--- src/rtl/ram_test_sequencer.sv ---
// rtl/ram_test_sequencer.sv - two-pass write/read/compare traffic generator for the 16x16 RAM controller
module ram_test_sequencer #(
    parameter int READ_LATENCY = 1,
    parameter int ADDR_W       = 4,
    parameter int DATA_W       = 16
) (
    input  logic              clk_clk,
    input  logic              reset_reset,
    input  logic              start,
    input  logic [DATA_W-1:0] seed,
    output logic [ADDR_W-1:0] addr_out,
    output logic              w_en_out,
    output logic              r_en_out,
    output logic [DATA_W-1:0] data_wr_out,
    input  logic [DATA_W-1:0] data_rd_in,
    output logic              busy,
    output logic              done,
    output logic              pass,
    output logic [5:0]        err_count,
    output logic [ADDR_W-1:0] first_err_addr,
    output logic              first_err_pass
);

    localparam logic [2:0] ST_IDLE  = 3'd0;
    localparam logic [2:0] ST_WRITE = 3'd1;
    localparam logic [2:0] ST_READ  = 3'd2;
    localparam logic [2:0] ST_DRAIN = 3'd3;
    localparam logic [2:0] ST_DONE  = 3'd4;

    localparam logic [ADDR_W-1:0] ADDR_LAST  = {ADDR_W{1'b1}};
    localparam logic [ADDR_W-1:0] DRAIN_LAST = ADDR_W'(READ_LATENCY - 1);

    logic [2:0]        state_q, state_d;
    logic [ADDR_W-1:0] cnt_q, cnt_d;
    logic              pass_idx_q, pass_idx_d;
    logic [DATA_W-1:0] seed_q, seed_d;

    logic              w_en_q, w_en_d;
    logic              r_en_q, r_en_d;
    logic [ADDR_W-1:0] addr_q, addr_d;
    logic [DATA_W-1:0] data_q, data_d;

    logic              busy_q, busy_d;
    logic              done_q, done_d;
    logic [5:0]        err_q, err_d;
    logic [ADDR_W-1:0] fea_q, fea_d;
    logic              fep_q, fep_d;

    // Expected-value pipeline; stage 0 lines up with the registered r_en_out cycle.
    logic [READ_LATENCY-1:0] vld_q;
    logic [ADDR_W-1:0]       pa_q [READ_LATENCY];
    logic [DATA_W-1:0]       pe_q [READ_LATENCY];
    logic                    pp_q [READ_LATENCY];

    logic accept;
    logic mismatch;

    function automatic logic [DATA_W-1:0] pattern(input logic [ADDR_W-1:0] a, input logic inv);
        logic [DATA_W-1:0] p;
        p = seed_q ^ {(DATA_W / ADDR_W){a}};
        return inv ? ~p : p;
    endfunction

    assign accept   = start && ((state_q == ST_IDLE) || (state_q == ST_DONE));
    assign mismatch = vld_q[READ_LATENCY-1] && (data_rd_in != pe_q[READ_LATENCY-1]);

    always_comb begin
        state_d    = state_q;
        cnt_d      = cnt_q;
        pass_idx_d = pass_idx_q;
        seed_d     = seed_q;
        case (state_q)
            ST_IDLE, ST_DONE: begin
                if (accept) begin
                    state_d    = ST_WRITE;
                    cnt_d      = '0;
                    pass_idx_d = 1'b0;
                    seed_d     = seed;
                end
            end
            ST_WRITE: begin
                cnt_d = cnt_q + 1'b1;
                if (cnt_q == ADDR_LAST) state_d = ST_READ;
            end
            ST_READ: begin
                cnt_d = cnt_q + 1'b1;
                if (cnt_q == ADDR_LAST) state_d = ST_DRAIN;
            end
            ST_DRAIN: begin
                if (cnt_q == DRAIN_LAST) begin
                    cnt_d = '0;
                    if (pass_idx_q) begin
                        state_d = ST_DONE;
                    end else begin
                        state_d    = ST_WRITE;
                        pass_idx_d = 1'b1;
                    end
                end else begin
                    cnt_d = cnt_q + 1'b1;
                end
            end
            default: state_d = ST_IDLE;
        endcase
    end

    // RAM-side outputs are a registered image of the current state, so they trail it by one cycle.
    always_comb begin
        w_en_d = 1'b0;
        r_en_d = 1'b0;
        addr_d = '0;
        data_d = '0;
        if (state_q == ST_WRITE) begin
            w_en_d = 1'b1;
            addr_d = cnt_q;
            data_d = pattern(cnt_q, pass_idx_q);
        end else if (state_q == ST_READ) begin
            r_en_d = 1'b1;
            addr_d = cnt_q;
        end
    end

    always_comb begin
        err_d  = err_q;
        fea_d  = fea_q;
        fep_d  = fep_q;
        busy_d = busy_q;
        done_d = done_q;
        if (accept) begin
            err_d  = '0;
            fea_d  = '0;
            fep_d  = 1'b0;
            busy_d = 1'b1;
            done_d = 1'b0;
        end else begin
            if (mismatch) begin
                err_d = err_q + 1'b1;
                if (err_q == '0) begin
                    fea_d = pa_q[READ_LATENCY-1];
                    fep_d = pp_q[READ_LATENCY-1];
                end
            end
            if (state_q == ST_DONE) begin
                busy_d = 1'b0;
                done_d = 1'b1;
            end
        end
    end

    always_ff @(posedge clk_clk or posedge reset_reset) begin
        if (reset_reset) begin
            state_q    <= ST_IDLE;
            cnt_q      <= '0;
            pass_idx_q <= 1'b0;
            seed_q     <= '0;
            w_en_q     <= 1'b0;
            r_en_q     <= 1'b0;
            addr_q     <= '0;
            data_q     <= '0;
            busy_q     <= 1'b0;
            done_q     <= 1'b0;
            err_q      <= '0;
            fea_q      <= '0;
            fep_q      <= 1'b0;
            vld_q      <= '0;
            for (int i = 0; i < READ_LATENCY; i++) begin
                pa_q[i] <= '0;
                pe_q[i] <= '0;
                pp_q[i] <= 1'b0;
            end
        end else begin
            state_q    <= state_d;
            cnt_q      <= cnt_d;
            pass_idx_q <= pass_idx_d;
            seed_q     <= seed_d;
            w_en_q     <= w_en_d;
            r_en_q     <= r_en_d;
            addr_q     <= addr_d;
            data_q     <= data_d;
            busy_q     <= busy_d;
            done_q     <= done_d;
            err_q      <= err_d;
            fea_q      <= fea_d;
            fep_q      <= fep_d;
            vld_q[0]   <= r_en_q;
            pa_q[0]    <= addr_q;
            pe_q[0]    <= pattern(addr_q, pass_idx_q);
            pp_q[0]    <= pass_idx_q;
            for (int i = 1; i < READ_LATENCY; i++) begin
                vld_q[i] <= vld_q[i-1];
                pa_q[i]  <= pa_q[i-1];
                pe_q[i]  <= pe_q[i-1];
                pp_q[i]  <= pp_q[i-1];
            end
        end
    end

    assign addr_out       = addr_q;
    assign w_en_out       = w_en_q;
    assign r_en_out       = r_en_q;
    assign data_wr_out    = data_q;
    assign busy           = busy_q;
    assign done           = done_q;
    assign pass           = done_q && (err_q == '0);
    assign err_count      = err_q;
    assign first_err_addr = fea_q;
    assign first_err_pass = fep_q;

endmodule

--- config.mk ---
export PLATFORM = sky130hd
export DESIGN_NAME = ram_test_sequencer
export DESIGN_NICKNAME = d
export VERILOG_FILES = /design/src/rtl/ram_test_sequencer.sv
export SDC_FILE = /design/constraint.sdc
export NUM_CORES = 1
export LEC_CHECK = 0
export BUFFER_PORTS_ARGS = -buffer_cell sky130_fd_sc_hd__buf_2
export CORE_UTILIZATION = 45
export DETAILED_ROUTE_END_ITERATION = 7
export PLACE_DENSITY = 0.7
export RECOVER_POWER = 50
export SYNTH_ARGS = -nofsm -noshare
export SYNTH_HDL_FRONTEND = slang
export SYNTH_SLANG_ARGS = --single-unit
--- constraint.sdc ---
create_clock -name clk_clk -period 2.1 [get_ports clk_clk]
set_clock_uncertainty 0.1 [all_clocks]
set_input_delay 0.105 -clock clk_clk [delete_from_list [all_inputs] [get_ports clk_clk]]
set_output_delay 0.105 -clock clk_clk [all_outputs]
set_load 0.01 [all_outputs]
==> Implementation_results.wiki <==
{| class="wikitable"
! Metric !! Value
|-
| Status || completed
|-
| Die width || 89.6 um
|-
| Via count of the first global-routing pass || 2428
|-
| Area Growth Syn to Fin || 26.1%
|-
| Postcts setup bufs || 0
|-
| Worst hold-check slack || 0.310 ns
|-
| Total power per unit cell area || 1220 nW/um^2
|-
| H-Tree Level Count || 3
|-
| Most common cell after layout, fill and taps aside || sky130_fd_sc_hd__dfrtp_1
|-
| Most frequently used flop master after synthesis || sky130_fd_sc_hd__dfrtp_1
|-
| Library cell occupying the most area in the post-synthesis netlist || sky130_fd_sc_hd__dfrtp_1
|-
| Die Footprint || 8030 um^2
|-
| Max transition margin || 24.9%
|-
| Number of maximum-capacitance constraint violations || 0
|-
| Fin. max-slew vios || 0
|-
| Num ports || 71
|-
| Crit Path Class || register to register
|-
| Cell area after technology mapping || 3450 um^2
|-
| First-pass GRT wire length || 11500 um
|-
| Starting utilization of the core area || 47.1%
|-
| Hold_sp || r_en_out
|-
| Largest cells by area after synthesis || sky130_fd_sc_hd__dfrtp_1 (59%), sky130_fd_sc_hd__xnor2_1 (14%), sky130_fd_sc_hd__nand2_1 (6.9%)
|-
| Detailed-routing iteration count for the pre-antenna-repair pass || 4
|-
| Maximum buffer depth of the clock tree || 2
|-
| Synthesized instance count || 318
|-
| Portion of the clock cycle consumed by the worst path in the final layout || 88.9%
|-
| Count of endpoints failing setup in the final report || 0
|-
| Sequential cell area fraction in the yosys report || 58.7%
|-
| Critical Path AT || 2.03 ns
|-
| Total routing usage reported by global routing || 19.8%
|-
| Net count after synthesis || 357
|-
| Initial antenna violation count || 0
|-
| Count of different cell masters after synthesis || 36
|-
| PortBufs || 70
|-
| Peak VDD IR || 632 uV
|-
| Count of flip-flops with a built-in enable after synthesis || 0
|-
| Filler Cell Count || 621
|-
| Worst Max-Slew Pin Slew || 1.12 ns
|-
| Share of the synthesized area in compound gates (AO/OA/AOI/OAI) || 6.13%
|-
| Share of final-layout standard cells stronger than drive strength 1 || 18.4%
|-
| Main combinational cell family by area after synthesis || simple AND/OR/NAND/NOR gates
|-
| Sum of routed wire length over all layers || 7250 um
|-
| Hold Path Depth || 0
|-
| Maximum clock frequency || 535 MHz
|-
| Share of the synthesized area in the top cell type || 58.7%
|-
| Capture point of the worst reg-to-reg path || err_count[5]
|-
| Endpoint kind of the worst setup timing path || register
|-
| WL per Instance || 13.9 um
|-
| Half-perimeter wire length after detailed placement || 5100 um
|-
| DRC violation total after the first TritonRoute iteration || 96
|-
| Static leakage || 2.02 nW
|-
| Synth Area in Adders || 1.45%
|-
| Total count of hold-check failures in the final report || 0
|-
| Total Nets Final || 457
|-
| Worst-case register-to-register setup slack || 0.23 ns
|-
| Highest net fanout along the worst path || 17
|-
| Post-synthesis area per instance || 10.9 um^2
|-
| Placement Rows || 31
|-
| Post-route antenna net violation count || 0
|-
| Simple logic cell fraction of the synthesized area || 15.6%
|-
| Multi-input combinational cell area || 1340 um^2
|-
| Count of unresolved DRC violations after routing || 0
|-
| Worst min path class || register to register
|-
| Placer Congestion || 0.835
|-
| Combined flip-flop and latch cell area || 2030 um^2
|-
| Area share of xor/xnor cells in the synthesized design || 15.2%
|-
| Setup TNS after final layout || 0 ns
|-
| RSZ-0062 raised after global routing || no
|-
| Required time worst endpoint || 2.26 ns
|-
| Total power after layout || 5.29 mW
|-
| Multiplexer share of the synthesized area || 0.326%
|-
| Chip height || 89.6 um
|-
| Post-CTS clock slew at the launch and capture registers of the worst setup and hold paths || 0.08 ns
|-
| Utilization after layout || 59.4%
|-
| Antenna diode count || 0
|-
| Number of clock sinks seen by CTS || 81
|-
| Clock latency reported for the late side of the worst-skew pair || 0.34 ns
|-
| Length in cells of the worst reg-to-reg path || 6
|-
| Buffer type at the clock tree root || sky130_fd_sc_hd__clkbuf_8
|-
| Leading cell types in the layout, fill and taps excluded || sky130_fd_sc_hd__dfrtp_1 (81), sky130_fd_sc_hd__nand2_1 (63), sky130_fd_sc_hd__xnor2_1 (55)
|-
| Ratio of routed vias to standard cells || 4.88
|-
| Count of yosys warnings during synthesis || 0
|-
| Inserted Clock Buffers || 9
|-
| Number of vias in the routed layout || 2548
|-
| Minimum period implied by the final worst setup slack || 1.87 ns
|-
| Kind of start point of the critical path || register
|-
| TritonCTS clock tree || done
|-
| Overflow left after global routing || 0
|-
| FFs w/ async S/R, synth || 100%
|-
| Area inside the core boundary || 7330 um^2
|-
| Reg-to-reg startpoint || pe_q[14]
|-
| Flop and latch count out of synthesis || 81
|-
| Endpoint of the worst hold path || vld_q
|-
| Largest net degree at the start of global routing || 32
|}
[routing by layer]
metal  GRT usage (%)  vias up  share of wire [%]
met5               0        -                  0
met4            9.09        0                2.2
met3            3.84       15                3.9
met2            31.1       68                 47
met1            26.7     1233                 47
li1                -     1232                  -
[per-stage QoR]
stage	std cells	setup WS [ns]	cell area [um^2]
detailed placement	488	0.248	3990
global placement	488	0.315	3990
global route	522	0.122	4350
finish	522	0.232	4350
floorplan	318	0.378	3460
CTS	522	0.230	4390
[repair_timing]
action	in CTS	in global routing
gates resized for setup	0	0
setup endpoints to repair	0	0
hold buffers	18	0
hold endpoints to repair	38	0
[cell families (layout without fill, tap and decap cells)]
| group | Yosys count | count (layout) |
|---|---|---|
| fa+ha+maj | 4 | 4 |
| simple gates | 123 | 123 |
| xor+xnor | 60 | 60 |
| flops | 81 | 81 |
| compound gates | 30 | 30 |
| mux | 1 | 1 |
| buf+inv | 19 | 124 |
[report_power, final]
group          switching [mW]  internal [mW]  total, mW
clock network           0.546          0.701       1.25
logic                   0.852          0.780       1.63
registers               0.358           2.05       2.41
[how the worst max path moves through the flow]
stage | start | endpoint | slack (ns)
after detailed placement | pe_q[14] | err_count[5] | 0.25
final | pe_q[14] | err_count[5] | 0.23
after global routing | pe_q[14] | err_count[5] | 0.12
after global placement | pe_q[14] | err_count[5] | 0.32
after floorplan | pe_q[5] | first_err_addr[0] | 0.38
after CTS | pe_q[14] | err_count[5] | 0.23
[sequential cells by signal (all words and copies together) (netlist names)]
register,flops
vld_q,1
r_en_out,1
state_q,3
seed_q,16
first_err_addr,4
pe_q,16
data_wr_out,16
pass_idx_q,1
err_count,6
busy,1
done,1
cnt_q,4
w_en_out,1
addr_out,4
first_err_pass,1
pp_q,1
pa_q,4
[Yosys cell counts (2+ instances only)]
cell                       instances
sky130_fd_sc_hd__a21oi_1           7
sky130_fd_sc_hd__a31oi_1           2
sky130_fd_sc_hd__and2_1            2
sky130_fd_sc_hd__and3_1            2
sky130_fd_sc_hd__buf_2             7
sky130_fd_sc_hd__clkbuf_1          4
sky130_fd_sc_hd__dfrtp_1          81
sky130_fd_sc_hd__ha_1              4
sky130_fd_sc_hd__inv_1             7
sky130_fd_sc_hd__nand2_1          63
sky130_fd_sc_hd__nand3_1           2
sky130_fd_sc_hd__nand4_1           7
sky130_fd_sc_hd__nor2_1           29
sky130_fd_sc_hd__nor2b_1           2
sky130_fd_sc_hd__nor3_1            4
sky130_fd_sc_hd__nor4_1            2
sky130_fd_sc_hd__o211ai_1          5
sky130_fd_sc_hd__o21ai_0           6
sky130_fd_sc_hd__o31ai_1           6
sky130_fd_sc_hd__or3_1             2
sky130_fd_sc_hd__xnor2_1          55
sky130_fd_sc_hd__xor2_1            5
[critical path, stage by stage, from the launching register on]
cell                      delay, ns
sky130_fd_sc_hd__dfrtp_1       0.39
sky130_fd_sc_hd__xnor2_1       0.14
sky130_fd_sc_hd__nand4_1       0.21
sky130_fd_sc_hd__o41ai_4       0.11
sky130_fd_sc_hd__buf_4         0.20
sky130_fd_sc_hd__or4_1         0.50
sky130_fd_sc_hd__a21oi_1       0.15
[layout make-up]
type	instances	share of cell area, %
flip-flops and latches	81	46.6
multi-input cells	218	30.7
repair buffers	101	14.1
clock buffers	11	3.25
well taps	99	2.85
clock inverters	5	1.81
inverters	7	0.633
No activity file was read; power rests on OpenSTA's default activity.
